[config.mk]
export PLATFORM = sky130hd
export DESIGN_NAME = fft_wb_agu
export DESIGN_NICKNAME = d
export VERILOG_FILES = /design/src/rtl/fft_wb_agu.sv
export SDC_FILE = /design/constraint.sdc
export NUM_CORES = 1
export LEC_CHECK = 0
export ABC_AREA = 1
export CAP_MARGIN = 20
export CORE_MARGIN = 2
export CORE_UTILIZATION = 45
export DETAILED_ROUTE_END_ITERATION = 16
export PLACE_DENSITY = 0.82
export SLEW_MARGIN = 0
export SYNTH_ARGS = -nofsm -noshare
export SYNTH_HDL_FRONTEND = slang
export SYNTH_SLANG_ARGS = --single-unit
[constraint.sdc]
create_clock -name clk -period 2.8 [get_ports clk]
set_clock_uncertainty 0.05 [all_clocks]
set_input_delay 0.7 -clock clk [delete_from_list [all_inputs] [get_ports clk]]
set_output_delay 0.7 -clock clk [all_outputs]
set_load 0.05 [all_outputs]
[src/rtl/fft_wb_agu.sv]
// Write-back address generator for an in-place radix-2 FFT.
// Butterfly addresses issued by the AGU are delayed by the BFU latency and
// paired with the BFU results to drive the ping-pong RAM write ports.
// Retired butterflies are counted per stage, and stage tags are checked.
module fft_wb_agu #(
  parameter int N_LOG2 = 10,
  parameter int LAT    = 5,
  parameter int CW     = 32
) (
  input  logic              clk,
  input  logic              rst,
  input  logic              start,
  input  logic              in_valid,
  input  logic [N_LOG2-1:0] rd_addrA,
  input  logic [N_LOG2-1:0] rd_addrB,
  input  logic              bank_sel,
  input  logic [N_LOG2-1:0] stage,
  input  logic [CW-1:0]     bfu_outA,
  input  logic [CW-1:0]     bfu_outB,
  output logic              wa_we,
  output logic [N_LOG2-1:0] wa_addra,
  output logic [N_LOG2-1:0] wa_addrb,
  output logic [CW-1:0]     wa_dina,
  output logic [CW-1:0]     wa_dinb,
  output logic              wb_we,
  output logic [N_LOG2-1:0] wb_addra,
  output logic [N_LOG2-1:0] wb_addrb,
  output logic [CW-1:0]     wb_dina,
  output logic [CW-1:0]     wb_dinb,
  output logic [4:0]        inflight,
  output logic              stage_wr_done,
  output logic              fft_wr_done,
  output logic              err_ovf
);

  // Last butterfly index of a stage (N/2 - 1) and index of the final stage.
  localparam logic [N_LOG2-1:0] LAST_BF    = N_LOG2'((1 << (N_LOG2 - 1)) - 1);
  localparam logic [N_LOG2-1:0] LAST_STAGE = N_LOG2'(N_LOG2 - 1);

  logic [LAT-1:0]    vld_q;
  logic [N_LOG2-1:0] addra_q [LAT];
  logic [N_LOG2-1:0] addrb_q [LAT];
  logic [N_LOG2-1:0] stage_q [LAT];
  logic              bank_q  [LAT];

  logic              retire;
  logic              r_bank;
  logic [N_LOG2-1:0] r_addra, r_addrb, r_stage;

  logic [N_LOG2-1:0] bf_cnt_q, bf_cnt_d, exp_stage_q, exp_stage_d;
  logic [N_LOG2-1:0] bf_base, exp_base;
  logic [4:0]        inflight_q, inflight_d;
  logic              stage_done_q, stage_done_d;
  logic              fft_done_q, fft_done_d;
  logic              err_q, err_d;

  // Valid bits of the delay line; cleared by reset so in-flight work is dropped.
  always_ff @(posedge clk or posedge rst) begin
    if (rst) begin
      vld_q <= '0;
    end else begin
      vld_q[0] <= in_valid;
      for (int i = 1; i < LAT; i++) vld_q[i] <= vld_q[i-1];
    end
  end

  // Payload of the delay line; qualified by vld_q, so no reset is needed.
  always_ff @(posedge clk) begin
    addra_q[0] <= rd_addrA;
    addrb_q[0] <= rd_addrB;
    stage_q[0] <= stage;
    bank_q[0]  <= bank_sel;
    for (int i = 1; i < LAT; i++) begin
      addra_q[i] <= addra_q[i-1];
      addrb_q[i] <= addrb_q[i-1];
      stage_q[i] <= stage_q[i-1];
      bank_q[i]  <= bank_q[i-1];
    end
  end

  assign retire  = vld_q[LAT-1];
  assign r_bank  = bank_q[LAT-1];
  assign r_addra = addra_q[LAT-1];
  assign r_addrb = addrb_q[LAT-1];
  assign r_stage = stage_q[LAT-1];

  // Steer the retiring butterfly to the RAM not being read; idle ports drive 0.
  always_comb begin
    wa_we    = 1'b0;
    wa_addra = '0;
    wa_addrb = '0;
    wa_dina  = '0;
    wa_dinb  = '0;
    wb_we    = 1'b0;
    wb_addra = '0;
    wb_addrb = '0;
    wb_dina  = '0;
    wb_dinb  = '0;
    if (retire) begin
      if (r_bank) begin
        wa_we    = 1'b1;
        wa_addra = r_addra;
        wa_addrb = r_addrb;
        wa_dina  = bfu_outA;
        wa_dinb  = bfu_outB;
      end else begin
        wb_we    = 1'b1;
        wb_addra = r_addra;
        wb_addrb = r_addrb;
        wb_dina  = bfu_outA;
        wb_dinb  = bfu_outB;
      end
    end
  end

  // Next-state for counters; start clears first so a same-cycle retire counts from zero.
  always_comb begin
    bf_base      = start ? '0 : bf_cnt_q;
    exp_base     = start ? '0 : exp_stage_q;
    bf_cnt_d     = bf_base;
    exp_stage_d  = exp_base;
    stage_done_d = 1'b0;
    fft_done_d   = 1'b0;
    err_d        = err_q;
    inflight_d   = inflight_q + {4'b0, in_valid} - {4'b0, retire};
    if (retire) begin
      if (r_stage != exp_base) err_d = 1'b1;
      if (bf_base == LAST_BF) begin
        bf_cnt_d     = '0;
        stage_done_d = 1'b1;
        if (exp_base == LAST_STAGE) begin
          fft_done_d  = 1'b1;
          exp_stage_d = '0;
        end else begin
          exp_stage_d = exp_base + 1'b1;
        end
      end else begin
        bf_cnt_d = bf_base + 1'b1;
      end
    end
  end

  // Counter, pulse and sticky-error registers.
  always_ff @(posedge clk or posedge rst) begin
    if (rst) begin
      bf_cnt_q     <= '0;
      exp_stage_q  <= '0;
      inflight_q   <= '0;
      stage_done_q <= 1'b0;
      fft_done_q   <= 1'b0;
      err_q        <= 1'b0;
    end else begin
      bf_cnt_q     <= bf_cnt_d;
      exp_stage_q  <= exp_stage_d;
      inflight_q   <= inflight_d;
      stage_done_q <= stage_done_d;
      fft_done_q   <= fft_done_d;
      err_q        <= err_d;
    end
  end

  assign inflight      = inflight_q;
  assign stage_wr_done = stage_done_q;
  assign fft_wr_done   = fft_done_q;
  assign err_ovf       = err_q;

endmodule

==> results.py <==
metrics = {
    "outcome": {
        "status": "finished clean",
    },
    "cts": {
        "clkTransAtPathRegs_ps": 70,
        "numCtsBuffers": 17,
        "ctsHoldBuffers": 0,
        "h-tree-depth": 4,
        "clock_path_buffers": 2,
        "cts.sinks": 188,
        "clockRootBuffer": "clkbuf_16",
        "post_cts_resized": 6,
        "post-cts-setup-buffer-count": 0,
        "cts_tree": "done",
        "clkLatencyLatePin_ps": 430,
    },
    "sta": {
        "slew_headroom": 0.649,
        "final.setup.tns_ps": 0,
        "slew_viol_final": 0,
        "min_period_ps": 2700,
        "worstMarginPinSlew_ps": 525,
        "fmax_mhz": 370,
        "worst_slack_ps": 97.8,
        "finalSetupViolations": 0,
        "hold_viol_final": 0,
        "rsz0062_at_grt": "no",
        "fin_hold_ws_ps": 275,
        "timing.final.crit_share": 0.965,
    },
    "logic_synthesis": {
        "syn_avg_cell_area_sq_um": 9.15,
        "synth_top_area_cell": "dfxtp_1",
        "synth-seq-cells": 188,
        "syn-instance-count": 690,
        "syn_area_sq_um": 6310,
        "synth_cell_types": 37,
        "ys_seq_area_frac": 0.622,
        "synth_fp_nets": 798,
        "yosys-top-cells-area": "dfxtp_1 (49%), dfrtp_1 (13%), nor2_1 (11%)",
        "synth_top_cell_area_share": 0.491,
        "synth_warnings": 0,
    },
    "floorplanning": {
        "boundaryPins": 277,
        "rows": 43,
        "die_w_um": 122,
        "dieArea_sq_um": 15000,
        "start_util": 0.458,
        "coreArea_sq_um": 13800,
        "die_h_um": 122,
    },
    "global_route": {
        "grt_max_degree": 34,
        "track_usage": 0.322,
        "grt_pass1_wl_um": 34700,
        "antenna_found_initial": 1,
        "overflow": 0,
        "grt_pass1_vias": 5998,
    },
    "power_and_ir_drop": {
        "ir_worst_vdd_uv": 509,
        "power_density_nw_per_um2": 598,
        "p_switching_mw": 2.15,
        "power_frac_seq": 0.421,
        "internal_power_mw": 4.81,
        "p_leak_nw": 5.50,
        "p_sw_frac": 0.310,
        "pwr-share-comb": 0.234,
        "clock_power_share": 0.345,
    },
    "placement": {
        "place_inst": 1146,
        "place_hpwl_um": 17700,
        "gp_congestion": 0.961,
        "placed_cell_area_sq_um": 11000,
        "portBuffers": 276,
        "dp_slack_ps": 49.0,
    },
    "layout": {
        "area_growth_pct": 84.4,
        "fin_nets": 1093,
        "drive_gt1_frac": 0.266,
        "fin_area_sq_um": 11600,
        "final_cells": 1179,
    },
    "critical_path": {
        "start_kind": "flip-flop",
        "required_ps": 2050,
        "path_max_fanout": 19,
        "path_class": "flip-flop to output port",
        "worstSetupEndpointType": "output port",
        "critical_path_arrival_ps": 1950,
    },
    "min_path": {
        "holdCritPathClass": "flip-flop to flip-flop",
    },
    "detailed_routing": {
        "wl_per_cell_um": 20.5,
        "drtPass1Iterations": 5,
        "drt-total-wl_um": 24200,
        "drc": 0,
        "drt_iter0_markers": 375,
        "vias": 5698,
        "ant_nets": 0,
        "vias_per_cell": 4.83,
    },
    "flow_run": {
        "cap_violations": 0,
    },
}
-- logic make-up (layout without fill, tap and decap cells) --
group                      Yosys count  count (layout)  synth area share
and+or+nand+nor                    312             312             0.220
DFF                                188             188             0.622
buffers and inverters              149             457             0.101
AOI/OAI and AO/OA                   16              16            0.0157
xor gates and xnor gates            16              16            0.0222
adders and majority gates            9               9            0.0190
other                                0               1                 0
-- synth_stat cells, drive strengths merged --
master	number
dfrtp	33
nand3	20
clkbuf	5
or2	1
nor2	202
o21ai	4
a211oi	2
a21oi	6
nand3b	2
ha	8
o22ai	3
buf	16
nor3	3
inv	128
nand4	6
a21boi	1
xor2	13
xnor2	3
dfxtp	155
nand2	78
fa	1
-- cell type report --
cell class | instances | area, sq um
flip-flops and latches | 188 | 3930
diodes | 1 | 2.50
well taps | 180 | 225
clock inverters | 13 | 138
fillers | 662 | 2130
inverters | 128 | 495
repair buffers | 297 | 4640
multi-input cells | 353 | 1760
clock buffers | 19 | 454
-- final timing paths --
kind	startpoint	slack, ps	end	cells after the start
setup / recovery	vld_q[4]	100	wb_addrb[4]	6
hold / removal	stage_q[0][11]	270	stage_q[0][21]	0
setup reg to reg	vld_q[4]	850	inflight[4]	7
hold reg to reg	stage_q[0][11]	270	stage_q[0][21]	0
max in group asynchronous	rst	1780	vld_q[4]	3
min in group asynchronous	rst	610	stage_wr_done	3
-- state kept, by name (all words and copies together), names as in the netlist --
| register | count |
|---|---|
| bank_q | 5 |
| vld_q | 5 |
| addra_q | 50 |
| stage_q | 50 |
| exp_stage_q | 10 |
| bf_cnt_q | 10 |
| fft_wr_done | 1 |
| inflight | 5 |
| addrb_q | 50 |
| err_ovf | 1 |
| stage_wr_done | 1 |
-- per-stage QoR --
stage | utilization | power (mW)
after detailed placement | 0.801 | 4.60
after global routing | 0.845 | 7.18
after global placement | 0.801 | 4.55
final | 0.845 | 6.96
after CTS | 0.845 | 6.98
after floorplan | - | 3.80
-- power groups by stage --
stage	Clock [mW]	Sequential (mW)	Combinational (mW)
after floorplan	0	3.09	0.709
after global placement	0	2.97	1.58
after detailed placement	0	2.98	1.62
after CTS	2.41	2.93	1.63
after global routing	2.52	2.94	1.72
final	2.40	2.93	1.63
-- layout by cell type (no fill, tap or decap), types with 5 or more instances in the layout --
cell type        instances
nor2_1                 188
dfrtp_1                 32
nand3_1                 18
clkbuf_16               18
ha_1                     8
buf_4                   19
inv_8                    6
nand2_2                 11
clkdlybuf4s50_1        106
inv_1                  121
xor2_1                  13
nand4_1                  5
dfxtp_1                155
nand2_1                 63
nor2_2                   8
a21oi_1                  5
buf_12                 171
inv_2                    5
-- critical path, cell delays in order, from the launching register on --
cell and delay, ps:
dfrtp_2 440, inv_2 100, nor2_2 180, inv_4 130
buf_4 230, nor2_1 250, buf_12 180
-- layer usage --
layer,vias to the layer above,wire (um),track usage
met2,345,11900,0.539
met1,2665,8470,0.350
met4,0,1120,0.160
li1,2606,-,-
met3,82,2670,0.136
met5,-,0,0
No activity file was read; power rests on OpenSTA's default activity.
